`config.mk`:
```
export PLATFORM = sky130hd
export DESIGN_NAME = a2d_chan_sched
export DESIGN_NICKNAME = d
export VERILOG_FILES = /design/src/rtl/a2d_pkg.sv /design/src/rtl/a2d_chan_sched.sv
export SDC_FILE = /design/constraint.sdc
export NUM_CORES = 1
export LEC_CHECK = 0
export ABC_AREA = 1
export BUFFER_PORTS_ARGS = -buffer_cell sky130_fd_sc_hd__buf_2
export CORE_MARGIN = 3
export CORE_UTILIZATION = 54
export DETAILED_ROUTE_END_ITERATION = 10
export GPL_TIMING_DRIVEN = 0
export MAX_ROUTING_LAYER = met4
export PLACE_DENSITY = 0.83
export SLEW_MARGIN = 20
export SYNTH_ARGS = -nofsm -noshare
export SYNTH_HDL_FRONTEND = slang
export SYNTH_SLANG_ARGS = --single-unit
export TNS_END_PERCENT = 20
```
`constraint.sdc`:
```
create_clock -name clk -period 3.8 [get_ports clk]
set_input_delay 0.76 -clock clk [delete_from_list [all_inputs] [get_ports clk]]
set_output_delay 0.76 -clock clk [all_outputs]
set_load 0.1 [all_outputs]
```
`src/rtl/a2d_pkg.sv`:
```
// a2d_pkg
// Shared types, default channel map and command-word helper for the A2D channel
// scheduler. The ADC128S takes its channel select in bits [13:11] of the 16-bit
// SPI command word; the data clocked out in a transaction belongs to the channel
// selected in the previous one. That is why each conversion is two transactions.
package a2d_pkg;

  typedef enum logic [2:0] {IDLE, SEL, WT1, GAP, RD, WT2, UPD} state_t;

  typedef enum logic [1:0] {LFT, RGHT, BATT} scan_t;

  // Which requester owns the conversion in flight (also used as last-served).
  typedef enum logic {SRC_SCAN, SRC_OD} src_t;

  localparam logic [2:0] LFT_CH_DEF  = 3'd0;
  localparam logic [2:0] RGHT_CH_DEF = 3'd4;
  localparam logic [2:0] BATT_CH_DEF = 3'd5;
  localparam int         GAP_CYC_DEF = 4;

  function automatic logic [15:0] mk_cmd(input logic [2:0] ch);
    return {2'b00, ch, 11'h000};
  endfunction

  function automatic scan_t next_scan(input scan_t s);
    case (s)
      LFT:     return RGHT;
      RGHT:    return BATT;
      default: return LFT;
    endcase
  endfunction

endpackage

```
`src/rtl/a2d_chan_sched.sv`:
```
// a2d_chan_sched
// Shares the ADC128S (through the SPI monitor) between the periodic
// left/right load-cell + battery scan (paced by nxt) and an on-demand
// single-channel read port. Each conversion: SEL transaction (channel select),
// SS_n-high gap, RD transaction (same command, returns the conversion).
//
// Ports
//   clk, rst           system clock, synchronous active-high reset
//   nxt                1-clk pulse: do the next scan conversion
//   req_vld/req_chnl   on-demand request (held until req_rdy) and its channel
//   req_rdy            1-clk accept of the on-demand request
//   rsp_vld/rsp_data   on-demand result pulse and value
//   wrt/cmd            start pulse and command word to the SPI monitor
//   done/rd_data       transaction complete pulse and read data from the monitor
//   lft_ld/rght_ld/batt latest scan results; scan_vld pulses when one updates
//   ovr                sticky: nxt arrived while a scan request was already pending
module a2d_chan_sched
  import a2d_pkg::*;
#(
  parameter logic [2:0] LFT_CH  = LFT_CH_DEF,
  parameter logic [2:0] RGHT_CH = RGHT_CH_DEF,
  parameter logic [2:0] BATT_CH = BATT_CH_DEF,
  parameter int         GAP_CYC = GAP_CYC_DEF
) (
  input  logic        clk,
  input  logic        rst,
  input  logic        nxt,
  input  logic        req_vld,
  input  logic [2:0]  req_chnl,
  output logic        req_rdy,
  output logic        rsp_vld,
  output logic [11:0] rsp_data,
  output logic        wrt,
  output logic [15:0] cmd,
  input  logic        done,
  input  logic [15:0] rd_data,
  output logic [11:0] lft_ld,
  output logic [11:0] rght_ld,
  output logic [11:0] batt,
  output logic        scan_vld,
  output logic        ovr
);

  localparam int            CW       = $clog2(GAP_CYC + 1);
  localparam logic [CW-1:0] GAP_LAST = CW'(GAP_CYC - 1);

  state_t        state;
  scan_t         ptr;
  src_t          src;
  src_t          last_src;
  logic          nxt_pend;
  logic [CW-1:0] gap_cnt;
  logic [11:0]   res_q;
  logic [2:0]    scan_ch;
  logic          scan_req;
  logic          scan_gnt;
  logic          od_gnt;

  // Upper nibble of the SPI word carries no conversion data.
  logic unused_rd_bits;
  assign unused_rd_bits = ^rd_data[15:12];

  always_comb begin
    case (ptr)
      LFT:     scan_ch = LFT_CH;
      RGHT:    scan_ch = RGHT_CH;
      default: scan_ch = BATT_CH;
    endcase
  end

  // A nxt arriving in the IDLE clock is granted directly, so a simultaneous
  // on-demand request loses to it when the on-demand side was served last.
  assign scan_req = nxt_pend | nxt;

  // NOTE: every output of a combinational block gets a default first; a path
  // that leaves one unassigned infers a latch.
  always_comb begin
    scan_gnt = 1'b0;
    od_gnt   = 1'b0;
    if (state == IDLE && !rst) begin
      if (scan_req && req_vld) begin
        if (last_src == SRC_OD) scan_gnt = 1'b1;
        else                    od_gnt   = 1'b1;
      end else if (scan_req) begin
        scan_gnt = 1'b1;
      end else if (req_vld) begin
        od_gnt = 1'b1;
      end
    end
  end

  // Accept is combinational so the requester sees it in the clock the grant
  // is taken; the handshake completes on the IDLE->SEL edge.
  assign req_rdy = od_gnt;

  // NOTE: sequential state uses non-blocking assignments only, so every
  // register samples pre-edge values regardless of statement order.
  always_ff @(posedge clk) begin
    if (rst) begin
      state    <= IDLE;
      ptr      <= LFT;
      src      <= SRC_SCAN;
      last_src <= SRC_OD;
      nxt_pend <= 1'b0;
      gap_cnt  <= '0;
      res_q    <= '0;
      wrt      <= 1'b0;
      cmd      <= '0;
      rsp_vld  <= 1'b0;
      rsp_data <= '0;
      lft_ld   <= '0;
      rght_ld  <= '0;
      batt     <= '0;
      scan_vld <= 1'b0;
      ovr      <= 1'b0;
    end else begin
      wrt      <= 1'b0;
      rsp_vld  <= 1'b0;
      scan_vld <= 1'b0;

      // A second nxt before the first is consumed is dropped and flagged.
      if (nxt && nxt_pend) ovr <= 1'b1;
      if (scan_gnt)        nxt_pend <= 1'b0;
      else if (nxt)        nxt_pend <= 1'b1;

      case (state)
        IDLE: begin
          if (scan_gnt) begin
            state    <= SEL;
            wrt      <= 1'b1;
            cmd      <= mk_cmd(scan_ch);
            src      <= SRC_SCAN;
            last_src <= SRC_SCAN;
          end else if (od_gnt) begin
            // cmd holds the on-demand channel for the whole conversion.
            state    <= SEL;
            wrt      <= 1'b1;
            cmd      <= mk_cmd(req_chnl);
            src      <= SRC_OD;
            last_src <= SRC_OD;
          end
        end
        SEL: state <= WT1;
        WT1: begin
          if (done) begin
            gap_cnt <= '0;
            state   <= GAP;
          end
        end
        GAP: begin
          // Holds SS_n high for GAP_CYC clocks before the data transaction.
          if (gap_cnt == GAP_LAST) begin
            state <= RD;
            wrt   <= 1'b1;
          end else begin
            gap_cnt <= gap_cnt + CW'(1);
          end
        end
        RD: state <= WT2;
        WT2: begin
          if (done) begin
            res_q <= rd_data[11:0];
            state <= UPD;
          end
        end
        UPD: begin
          if (src == SRC_SCAN) begin
            case (ptr)
              LFT:     lft_ld  <= res_q;
              RGHT:    rght_ld <= res_q;
              default: batt    <= res_q;
            endcase
            scan_vld <= 1'b1;
            ptr      <= next_scan(ptr);
          end else begin
            rsp_data <= res_q;
            rsp_vld  <= 1'b1;
          end
          state <= IDLE;
        end
        default: state <= IDLE;
      endcase
    end
  end

endmodule

```
=== Yosys cells after proc, flatten, opt, wreduce, memory -nomap -nowiden ===
Cells that the tools add are included.

* Add/sub/neg operators: 1
* Multipliers: 0
* Divide/modulo/power cells: 0
* $lt $le $gt $ge: 0
* Equality and inequality tests: 13
* Shift operators: 0
* Muxes and demuxes: 30
* Bitwise operators: 4
* Reductions and logical operators: 20

{| class="wikitable"
|+ Operators by type and width
! kind !! count
|-
| 16-bit two-way mux || 2
|-
| 3-bit two-way mux || 7
|-
| 3-bit one-hot mux with 6 select lines || 1
|-
| 1-bit two-way mux || 16
|-
| 3-bit one-hot mux with 2 select lines || 2
|-
| 3-bit AND reduction || 4
|-
| 3-bit by 2-bit == test with 1-bit output, second input constant || 3
|-
| 3-bit == test, second input constant || 3
|-
| 2-bit != test, second input constant || 4
|-
| 2-bit AND reduction || 4
|-
| 2-bit OR reduction || 3
|-
| 2-bit one-hot mux with 2 select lines || 1
|-
| 4-bit AND reduction || 1
|-
| 2-bit nonzero test || 2
|-
| 3-bit by 1-bit adder with 3-bit output, second input constant || 1
|-
| 3-bit by 1-bit == test with 1-bit output, second input constant || 1
|-
| 1-bit logical AND || 3
|-
| 3-bit logical NOT || 1
|-
| 3-bit != test, second input constant || 1
|-
| 1-bit NOT || 3
|-
| 2-bit by 1-bit == test with 1-bit output, second input constant || 1
|-
| 2-bit logical NOT || 1
|-
| 1-bit one-hot mux with 2 select lines || 1
|-
| 1-bit logical NOT || 1
|-
| 1-bit bitwise OR || 1
|}

* Register bits: 91
* Latch bits: 0
* Bits in writable memories: 0
* Bits in read-only memories: 0
* Input port bits: 24
* Word-level logic and storage cells: 84
* Memories: 0

=== Depth between registers and ports, before layout ===
Gate-level depths: netlist (run 1).

* Word-level depth: 7
* Gate-level depth with buffers: 9
* Depth with buffers taken out: 9

=== Least setup slack after synthesis (run 1) ===
OpenSTA, ideal clock, no wires.

* Path type: in2out
* Start point: in rst
* End point: out req_rdy
* Arrival time: 2.453 ns
* Slack: 0.587 ns
* Cell stages on the path: 4
* Path buffers: 1
* Cell sequence: clkbuf_1 inv_1 nand2_1 nor2_1

* Cells in the longest elaborated chain, start to end: 3

{| class="wikitable"
|+ RTL lines
! item !! RTL line !! text
|-
| from (decl) || a2d_chan_sched.sv:26 || <nowiki>input logic rst,</nowiki>
|-
| 1-bit logical NOT || a2d_chan_sched.sv:80 || <nowiki>if (state == IDLE && !rst) begin</nowiki>
|-
| 1-bit logical AND || a2d_chan_sched.sv:80 ||
|-
| 1-bit two-way mux || a2d_chan_sched.sv:80 ||
|-
| to (decl) || a2d_chan_sched.sv:30 || <nowiki>output logic req_rdy,</nowiki>
|}

No other way between the ends.

=== Final worst setup path (run 1) ===
* Start point: in nxt
* End point: out req_rdy

* Cells in the longest elaborated chain, start to end: 4
* Elaborated cells between the ends (all ways): 5
* Those cells by class: mux (3); bitwise (1); reduce/logical (1)

{| class="wikitable"
|+ RTL lines
! item !! RTL line !! text
|-
| from (decl) || a2d_chan_sched.sv:27 || <nowiki>input logic nxt,</nowiki>
|-
| 1-bit bitwise OR (*) || a2d_chan_sched.sv:73 || <nowiki>assign scan_req = nxt_pend | nxt;</nowiki>
|-
| 1-bit two-way mux or 1-bit logical AND (tied branches) || a2d_chan_sched.sv:84, a2d_chan_sched.sv:81 ||
|-
| 1-bit two-way mux (*) || a2d_chan_sched.sv:81 || <nowiki>if (scan_req && req_vld) begin</nowiki>
|-
| 1-bit two-way mux (*) || a2d_chan_sched.sv:80 ||
|}

Mark *: on every way between the ends. The rest lies on a longest branch, timed or not.

==> results.md, run 1 <==
* Status: finished clean
* Async SR Flop Fraction at 0%
* Placed insts at ~540
* Post-Syn Instances at 388
* Tot GR Track Use at roughly a quarter
* Startpoint types: primary input
* Die area at around 6600 um^2
* DIE HEIGHT at approximately 81 um
* Setup TNS at 0 ns
* Layout cells sized above 1 at 26.9%
* CTS tree: yes
* Iteration count of the initial detailed-routing pass at 5
* Crit Path Class: primary input to output pin
* WL/cell at 12.7 um
* Starting Density at 57.7%
* Cell Rows at 26
* Skew final at approximately 0.010 ns
* Port bufs at between 70 and 80
* Synthesized area at 3060 um^2
* CP Depth at 5
* Detailed placement HPWL at about 5200 um
* Most used cell, CP: buf_2
* Vias in the first global route at 2479
* Vias/cell at 5.06
* Worst path slowest cell: buf_2
* CP arrival at between 1.5 and 2 ns
* Hold Vio Cnt, Final at 0
* Synth unique cells at 24
* Max-slew headroom at 54.4%
* Clk pin slew, worst setup/hold paths at 0.08 ns
* Placer congestion estimate at approximately 0.9
* Max-slew violation count at 0
* Predominant post-synthesis flop cell: dfxtp_1
* Req. time, crit path at about 3.0 ns
* CTS sink cnt at 78
* Leak pwr at around 1.7 nW
* Maximum number of pins on one net before global-route repair at 15
* Clk_lat worst skew at 0.35 ns
* Max stage delay on crit path at between 0.4 and 0.5 ns
* Hold depth at 2
* DRT antenna net count at 0
* VDD IR max at between 0.3 and 0.4 mV
* Congestion Overflow GR at 0
* Post-CTS Setup Repair Bufs at 0
* Clock buffer depth at 2
* Width of the die at approximately 81 um
* Crit-path max FO at 4
* Cts bufs inserted at 9
* #FFs+latches synth at 78
* Power Total at 2.04 mW
* Finish-stage setup viols at 0
* First-pass GRT wire length at 11300 um
* Share of the synthesized area in the top cell type at 51.0%
* Worst path cell trace: buf_2 > o21ai_0 > nand2_1 > nor2_1 > buf_2
* Crit path max-delay family: buffers and inverters
* WP buf/inv at 2
* Achievable frequency at 368 MHz
* Nets at between 500 and 600
* Post-place setup slack at between 1 and 1.5 ns
* Initial antenna violation count at 0
* Hold WC Path Type: flop to flop
* Most instantiated library cell after synthesis: dfxtp_1
* RSZ-0062 raised after global routing: no
* DRC viols at 0
* Area leader, netlist: dfxtp_1
* Synthesis Warnings at 0
* Core ar. at between 5000 and 6000 um^2
* Final Cycle Share at just over 70%
* Tmin final at roughly 2.7 ns
* DRT iter0 DRCs at approximately 180
* Final wirelength at 7130 um
* Fin cells at between 500 and 600
* Cts repair resizes at 0
* Finished Core Util at a little under three quarters
* H-tree levels at 3
* EDFF count, synth at 0
* Clock Tree Root: clkbuf_8
* Setup ws final at between 1 and 1.5 ns
* Top cells by count, synth: dfxtp_1 (78), a21oi_1 (65), nor2_1 (42), inv_1 (41), nand2_1 (40)
* Routed via count at ~2800
* IO Pins at a little over 90
* Pwr dens at around 540 nW/um^2
* Avg Synthesized Cell Area at slightly below 8 um^2
* Worst r2r path cells at 8
* Antenna diode count at 0
* Sequential element share of the synthesized area at 51.0%
* Top post-synthesis cells by area: dfxtp_1 (51%), a21oi_1 (11%), nor2_1 (5.1%), inv_1 (5.0%), nand2_1 (4.9%)
* Actual slew at the worst max-slew pin at 0.684 ns
* CTS Hold Buffers Added at 0
* P&R area growth vs syn at 22.8%
* Total of max-cap violations at 0
* Worst Setup End Kind: output pin
[where the power goes]
group          switching, mW  total, mW  internal, mW
logic                  0.391      0.519         0.129
clock network          0.316      0.594         0.278
registers             0.0501      0.924         0.874
total                  0.757       2.04          1.28
[through the flow]
step | hold slack [ns] | cell area, um^2
floorplan | 0.445 | 3110
global placement | 0.430 | 3560
detailed placement | 0.434 | 3560
CTS | 0.447 | 3760
global route | 0.464 | 3760
finish | 0.444 | 3760
[final cells by class]
class / count / area (um^2)
clock inverter: 5 / 42.5
inverter: 43 / 161
multi-input combinational: 247 / 1190
fill: 439 / 1540
buffer: 32 / 195
tap: 70 / 87.6
clock buffer: 11 / 151
sequential: 78 / 1560
timing repair buffer: 74 / 370
[tightest hold or removal path, cell delays in order (launching register included)]
cell	delay (ns)
dfxtp_1	0.31
inv_1	0.05
a21oi_1	0.05
[final timing paths]
path              startpoint    endpoint  slack, ns
hold / removal    rght_ld[3]  rght_ld[3]       0.44
setup reg to reg    state[2]  rght_ld[6]       2.25
hold reg to reg   rght_ld[3]  rght_ld[3]       0.44
setup / recovery         nxt     req_rdy       1.08
[registers in the layout, indices dropped and copies added, names as in the netlist]
signal and count:
gap_cnt 3, rsp_data 12, res_q 12, src 1, state 3, ptr 2, rght_ld 12, lft_ld 12
nxt_pend 1, wrt 1, batt 12, ovr 1, rsp_vld 1, scan_vld 1, last_src 1, cmd 3
[cell families after synthesis]
logic type / Yosys count / share of synthesized area [%]
adder cells (fa/ha/maj): 2 / 0.817
other: 1 / 0.122
AND/OR/NAND/NOR: 120 / 17.5
flip-flops: 78 / 51.0
AO/OA/AOI/OAI: 112 / 18.9
buffers and inverters: 75 / 11.6
[metal layers]
layer,track usage [%],vias up,wire length [um]
met3,5.43,15,636
met1,30.1,1251,3240
met5,-,-,0
met2,35.6,135,3120
met4,8.78,0,131
li1,-,1430,-
[cells in the final DEF (no fill, tap or decap)]
cell	count
nor3_1	1
nor2_2	9
nor2_4	1
nand2_2	2
a21oi_2	4
nand2_1	40
o21ai_1	21
clkinv_4	3
buf_2	80
inv_2	2
nand3_4	1
conb_1	13
o21ai_0	20
a21oi_1	65
clkinvlp_4	1
clkbuf_8	11
clkbuf_1	10
nand3_2	1
nor2_1	42
buf_6	2
a31oi_1	1
dfxtp_1	78
inv_1	41
a211oi_1	1
inv_6	1
buf_4	14
nand3_1	23
ha_1	2
No activity file was read; power rests on OpenSTA's default activity.
==> run 2: changes to the inputs <==
--- a/config.mk
+++ b/config.mk
@@ -8,11 +8,11 @@
 export ABC_AREA = 1
 export BUFFER_PORTS_ARGS = -buffer_cell sky130_fd_sc_hd__buf_2
 export CORE_MARGIN = 3
-export CORE_UTILIZATION = 54
+export CORE_UTILIZATION = 46
 export DETAILED_ROUTE_END_ITERATION = 10
 export GPL_TIMING_DRIVEN = 0
 export MAX_ROUTING_LAYER = met4
-export PLACE_DENSITY = 0.83
+export PLACE_DENSITY = 0.76
 export SLEW_MARGIN = 20
 export SYNTH_ARGS = -nofsm -noshare
 export SYNTH_HDL_FRONTEND = slang
==> constraint.sdc (replaced) <==
create_clock -name clk -period 2.3 [get_ports clk]
set_input_delay 0.46 -clock clk [delete_from_list [all_inputs] [get_ports clk]]
set_output_delay 0.46 -clock clk [all_outputs]
set_load 0.1 [all_outputs]
==> run 2 against run 1 <==
  * Largest power group unchanged
  * Final cell count increased by 1.3%
  * Setup slack got worse by 0.83 ns
  * Sequential power increased by 65%
  * Critical path type is now flop to output pin
  * Flip-flop and latch count unchanged
  * First-iteration DRC count decreased by 20%
  * Highest routed layer unchanged
==> results.md, run 2 (synthesized netlist as in run 1, its figures left out) <==
* Finish-stage setup viols at 0 (unchanged)
* Finished Core Util at 59.1% (was 70.9%)
* Achievable frequency at 488 MHz
* CTS tree: yes (unchanged)
* Width of the die at 87.6 um (was 81.3 um)
* Hold WC Path Type: primary input to flop (was flop to flop)
* Congestion Overflow GR at 0 (unchanged)
* Max stage delay on crit path at 0.38 ns (was 0.46 ns)
* Fin cells at 567 (was 560)
* Switching fraction of total power at 36.9% (was 37.1%)
* Port bufs at 74 (unchanged)
* Detailed placement HPWL at 5540 um (was 5220 um)
* Comb power frac at 25.3% (was 25.5%)
* WP buf/inv at 3 (was 2)
* Crit path max-delay family: buffers and inverters (unchanged)
* DRT iter0 DRCs at 140 (was 176)
* Worst path slowest cell: dfxtp_1 (was buf_2)
* WL/cell at 13.2 um (was 12.7 um)
* Layout cells sized above 1 at 27.1% (was 26.9%)
* CP arrival at 1.59 ns (was 1.96 ns)
* Vias/cell at 4.94 (was 5.06)
* Max-slew violation count at 0 (unchanged)
* Cell Rows at 29 (was 26)
* Actual slew at the worst max-slew pin at 0.643 ns (was 0.684 ns)
* First-pass GRT wire length at 12000 um (was 11300 um)
* Final Cycle Share at 89.1%
* Commonest non-fill, non-tap cell in the layout: buf_2 (unchanged)
* Clk pin slew, worst setup/hold paths at 0.08 ns (about the same)
* VDD IR max at 0.489 mV (was 0.309 mV)
* Cts bufs inserted at 9 (unchanged)
* Core ar. at 6390 um^2 (was 5300 um^2)
* Switch Pwr at 1.26 mW (was 757 uW)
* Total of max-cap violations at 0 (unchanged)
* Worst path cell trace: inv_2 > nand3_1 > inv_1 > nand2_1 > nor2_2 > clkbuf_4 (was buf_2 > o21ai_0 > nand2_1 > nor2_1 > buf_2)
* Die area at 7670 um^2 (was 6610 um^2)
* IO Pins at 93 (unchanged)
* Hold Vio Cnt, Final at 0 (unchanged)
* Placer congestion estimate at 0.858 (was 0.898)
* DRC viols at 0 (unchanged)
* H-tree levels at 3 (unchanged)
* Final wirelength at 7490 um (was 7130 um)
* Tmin final at slightly above 2 ns
* Clock share of power at 30.3% (was 29.2%)
* Pwr dens at 908 nW/um^2 (was 542 nW/um^2)
* P&R area growth vs syn at 23.3% (was 22.8%)
* Antenna diode count at 0 (unchanged)
* Clk_lat worst skew at 0.35 ns (about the same)
* Routed via count at 2800 (was 2831)
* Crit Path Class: flop to output pin (was primary input to output pin)
* Placed insts at 551 (was 544)
* Clock buffer depth at 2 (unchanged)
* Leak pwr at 1.72 nW (about the same)
* Setup TNS at 0 ns (unchanged)
* DIE HEIGHT at 87.6 um (was 81.3 um)
* Tot GR Track Use at 20.8% (was 23.3%)
* Clock Tree Root: clkbuf_8 (unchanged)
* WHS at 0.360 ns (was 0.444 ns)
* Maximum number of pins on one net before global-route repair at 15 (unchanged)
* Crit-path max FO at 5 (was 4)
* RSZ-0062 raised after global routing: no (unchanged)
* Skew final at 0.00879 ns (was 0.0104 ns)
* Status: finished clean (unchanged)
* P_int at 2.16 mW (was 1.28 mW)
* Max-slew headroom at 57.1% (was 54.4%)
* Startpoint types: flop (was primary input)
* Post-CTS Setup Repair Bufs at 0 (unchanged)
* Commonest non-fill, non-tap cells in the layout: buf_2 (79), dfxtp_1 (78), a21oi_1 (65) (was buf_2 (80), dfxtp_1 (78), a21oi_1 (65))
* Starting Density at 47.9% (was 57.7%)
* Req. time, crit path at 1.84 ns (was 3.04 ns)
* Seq pwr share at 44.5% (was 45.4%)
* Nets at 511 (unchanged)
* Vias in the first global route at 2505 (was 2479)
* DRT antenna net count at 0 (unchanged)
* Initial antenna violation count at 0 (unchanged)
* CTS sink cnt at 78 (unchanged)
* Iteration count of the initial detailed-routing pass at 4 (was 5)
* Worst Setup End Kind: output pin (unchanged)
==> run 2: cell types whose count changed in the layout (fill, tap and decap cells not counted) <==
cell	delta
inv_6	+1
clkinv_4	-3
nor2_2	+1
o21ai_0	-1
clkbuf_8	-2
bufinv_16	+1
clkinvlp_4	+1
clkbuf_4	+1
o21ai_1	+1
nor2_1	-1
clkinv_2	+2
buf_2	-1
==> run 2: metal layers <==
layer / track usage [%] / wire (um)
met1: 26.8 / 3430
met2: 31.4 / 3500
met3: 5.08 / 447
met4: 7.95 / 108
met5: - / 0
==> run 2: path summary, 6_finish.rpt <==
check / startpoint / endpoint / slack, ns / cells after the start
min: req_chnl[1] / cmd[12] / 0.36 / 3
max reg2reg: state[2] / rght_ld[7] / 0.78 / 8
min reg2reg: rght_ld[5] / rght_ld[5] / 0.45 / 2
max: state[0] / req_rdy / 0.25 / 6
==> run 2: through the flow <==
stage,total power [mW],instance area [um^2],worst slack [ns]
2_1_floorplan,2.25,3110,0.160
3_5_place_dp,2.41,3580,0.219
6_report,3.43,3770,0.250
5_1_grt,3.60,3770,0.104
3_3_place_gp,2.39,3580,0.247
4_1_cts,3.43,3770,0.0956
==> run 2: cell type report <==
type	instances	area, um^2
Multi-Input combinational cell	247	1190
Clock buffer	9	124
Clock inverter	7	72.6
Fill cell	589	2610
Inverter	43	161
Sequential cell	78	1560
Tap cell	77	96.3
Timing Repair Buffer	74	373
Buffer	32	195
==> run 2: repair_timing <==
action                                  4_1_cts  5_1_grt
endpoints found under the hold margin         0        0
resized for setup                             0        2
hold buffers                                  0        0
endpoints found under the setup margin        0        1
==> run 2: power groups by stage <==
stage                     clock (mW)  combinational [mW]  sequential [mW]
after detailed placement           0               0.856             1.55
after global routing            1.10               0.964             1.54
after global placement             0               0.838             1.55
final                           1.04               0.866             1.52
after floorplan                    0               0.560             1.69
after CTS                       1.04               0.860             1.52
==> run 2: worst reg2reg max path, stage by stage (launching register included) <==
cell and delay [ns]:
dfxtp_1 0.41, nand2_2 0.10, nor2_4 0.14, nand2_2 0.11
inv_2 0.10, nand3_2 0.12, buf_2 0.22, o21ai_1 0.15
a21oi_1 0.05
==> run 3: changes to the inputs <==
--- a/config.mk
+++ b/config.mk
@@ -7,12 +7,14 @@
 export LEC_CHECK = 0
 export ABC_AREA = 1
 export BUFFER_PORTS_ARGS = -buffer_cell sky130_fd_sc_hd__buf_2
+export CELL_PAD_IN_SITES_DETAIL_PLACEMENT = 0
+export CELL_PAD_IN_SITES_GLOBAL_PLACEMENT = 2
 export CORE_MARGIN = 3
-export CORE_UTILIZATION = 46
+export CORE_UTILIZATION = 25
 export DETAILED_ROUTE_END_ITERATION = 10
 export GPL_TIMING_DRIVEN = 0
 export MAX_ROUTING_LAYER = met4
-export PLACE_DENSITY = 0.76
+export PLACE_DENSITY_LB_ADDON = 0.1
 export SLEW_MARGIN = 20
 export SYNTH_ARGS = -nofsm -noshare
 export SYNTH_HDL_FRONTEND = slang
==> run 3 against run 2 <==
  * Non-clock buffer count is the same
  * Setup slack got worse by 0.021 ns
  * Critical path depth is 2 lower
  * Power grew 12%
  * Die area is 77% higher
  * Via count shrank 2.9%
  * Register-to-register slack worse by 0.03 ns
  * Critical path type unchanged
  * Critical endpoint unchanged
  * Largest power group unchanged
==> results.md, run 3 (synthesized netlist as in run 1, its figures left out) <==
* Iteration count of the initial detailed-routing pass at 4 (unchanged)
* Hold depth at 3 (unchanged)
* Die area at 13600 um^2 (was 7670 um^2)
* Hold Vio Cnt, Final at 0 (unchanged)
* Detailed placement HPWL at 6620 um (was 5540 um)
* Worst r2r path cells at 8 (unchanged)
* Hold Crit Start: req_chnl[1] (unchanged)
* Area of placed instances at 3660 um^2 (was 3580 um^2)
* CTS sink cnt at 78 (unchanged)
* Commonest non-fill, non-tap cell in the layout: buf_2 (unchanged)
* Power Total at 3.82 mW (was 3.43 mW)
* Routed via count at 2720 (was 2800)
* Final instance area at 3950 um^2 (was 3770 um^2)
* Crit path max-delay family: buffers and inverters (unchanged)
* DRT antenna net count at 0 (unchanged)
* Switching fraction of total power at 33.9% (was 36.9%)
* Post-CTS Setup Repair Bufs at 0 (unchanged)
* Placer congestion estimate at 0.743 (was 0.858)
* P&R area growth vs syn at 29.1% (was 23.3%)
* Layout cells sized above 1 at 26.6% (was 27.1%)
* Commonest non-fill, non-tap cells in the layout: buf_2 (79), dfxtp_1 (78), a21oi_1 (65) (unchanged)
* DRT iter0 DRCs at 97 (was 140)
* # fillers at 1305 (was 589)
* Cts repair resizes at 0 (unchanged)
* WP buf/inv at 1 (was 3)
* Clock Tree Root: clkbuf_16 (was clkbuf_8)
* Maximum number of pins on one net before global-route repair at 13 (was 15)
* Cts bufs inserted at 9 (unchanged)
* Max stage delay on crit path at 0.35 ns (was 0.38 ns)
* Clock share of power at 37.0% (was 30.3%)
* IO Pins at 93 (unchanged)
* Clk pin slew, worst setup/hold paths at 0.06 ns (was 0.08 ns)
* Final wirelength at 8790 um (was 7490 um)
* Worst Setup End Kind: output pin (unchanged)
* VDD IR max at 0.366 mV (was 0.489 mV)
* Nets at 511 (unchanged)
* Switch Pwr at 1.30 mW (was 1.26 mW)
* RSZ-0062 raised after global routing: no (unchanged)
* P_int at 2.52 mW (was 2.16 mW)
* Fin cells at 632 (was 567)
* CTS Hold Buffers Added at 0 (unchanged)
* First-pass GRT wire length at 14200 um (was 12000 um)
* Setup TNS at 0 ns (unchanged)
* Port bufs at 74 (unchanged)
* Crit Path Class: flop to output pin (unchanged)
* Vias/cell at 4.30 (was 4.94)
* Worst path slowest cell: clkbuf_4 (was dfxtp_1)
* Final Cycle Share at 90.1% (was 89.1%)
* Comb power frac at 23.1% (was 25.3%)
* Leak pwr at 1.76 nW (was 1.72 nW)
* Hold WC Path Type: primary input to flop (unchanged)
* Vias in the first global route at 2647 (was 2505)
* Status: finished clean (unchanged)
* DRC viols at 0 (unchanged)
* WL/cell at 13.9 um (was 13.2 um)
* CTS tree: yes (unchanged)
* Finished Core Util at 33.8% (was 59.1%)
* Crit-path max FO at 4 (was 5)
* Max-slew violation count at 0 (unchanged)
* Actual slew at the worst max-slew pin at 0.768 ns (was 0.643 ns)
* Skew final at 0.00579 ns (was 0.00879 ns)
* Setup ws final at 0.229 ns (was 0.250 ns)
* Cell Rows at 39 (was 29)
* Worst path cell trace: o21ai_0 > nand2_1 > nor2_2 > clkbuf_4 (was inv_2 > nand3_1 > inv_1 > nand2_1 > nor2_2 > clkbuf_4)
* Initial antenna violation count at 0 (unchanged)
* Crit path from: nxt_pend (was state[0])
* Achievable frequency at 483 MHz (was 488 MHz)
* Tmin final at 2.07 ns (was 2.05 ns)
* Clock buffer depth at 2 (unchanged)
* DIE HEIGHT at 117 um (was 87.6 um)
* Finish-stage setup viols at 0 (unchanged)
* Reg2reg start: state[2] (unchanged)
* CP arrival at 1.61 ns (was 1.59 ns)
* Seq pwr share at 39.9% (was 44.5%)
* Starting Density at 26.1% (was 47.9%)
* Max-slew headroom at 48.8% (was 57.1%)
* Antenna diode count at 0 (unchanged)
* CP Depth at 4 (was 6)
* H-tree levels at 3 (unchanged)
* Startpoint types: flop (unchanged)
* Tot GR Track Use at 14.3% (was 20.8%)
* Post-place setup slack at 0.163 ns (was 0.219 ns)
* Placed insts at 617 (was 551)
* Pwr dens at 967 nW/um^2 (was 908 nW/um^2)
* Total of max-cap violations at 0 (unchanged)
* WHS at 0.366 ns (was 0.360 ns)
* Clk_lat worst skew at 0.34 ns (was 0.35 ns)
* Width of the die at 117 um (was 87.6 um)
* Req. time, crit path at 1.84 ns (about the same)
* Core ar. at 11700 um^2 (was 6390 um^2)
* Congestion Overflow GR at 0 (unchanged)
## run 3: power groups by stage
stage	logic (mW)	clock network, mW	registers, mW
after floorplan	0.560	0	1.69
after global placement	0.879	0	1.56
after detailed placement	0.886	0	1.56
after CTS	0.890	1.46	1.53
after global routing	0.977	1.52	1.54
final	0.883	1.41	1.53
## run 3: metal layers
layer | wire [um] | vias to the layer above | GRT usage, %
met2 | 3680 | 62 | 19.3
met5 | 0 | - | -
met3 | 382 | 12 | 2.64
li1 | - | 1431 | -
met4 | 176 | 0 | 6.65
met1 | 4550 | 1215 | 20.5
## run 3: worst reg2reg max path, cell delays in order (launching register included)
cell	delay [ns]
dfxtp_1	0.41
nand2_2	0.10
nor2_4	0.16
nand2_2	0.12
inv_2	0.10
nand3_2	0.13
buf_2	0.23
o21ai_1	0.15
a21oi_1	0.05
## run 3: worst paths after layout
path | end | slack, ns
max reg2reg | rght_ld[7] | 0.75
max | req_rdy | 0.23
min | cmd[12] | 0.37
min reg2reg | rght_ld[2] | 0.44
## run 3: area by class of cell
cell class	instances	area [um^2]	area share, %
Inverter	43	161	4.08
Timing Repair Buffer	74	373	9.43
Sequential cell	78	1560	39.5
Tap cell	143	179	4.53
Clock buffer	12	246	6.24
Clock inverter	3	45.0	1.14
Buffer	32	195	4.94
Multi-Input combinational cell	247	1190	30.1
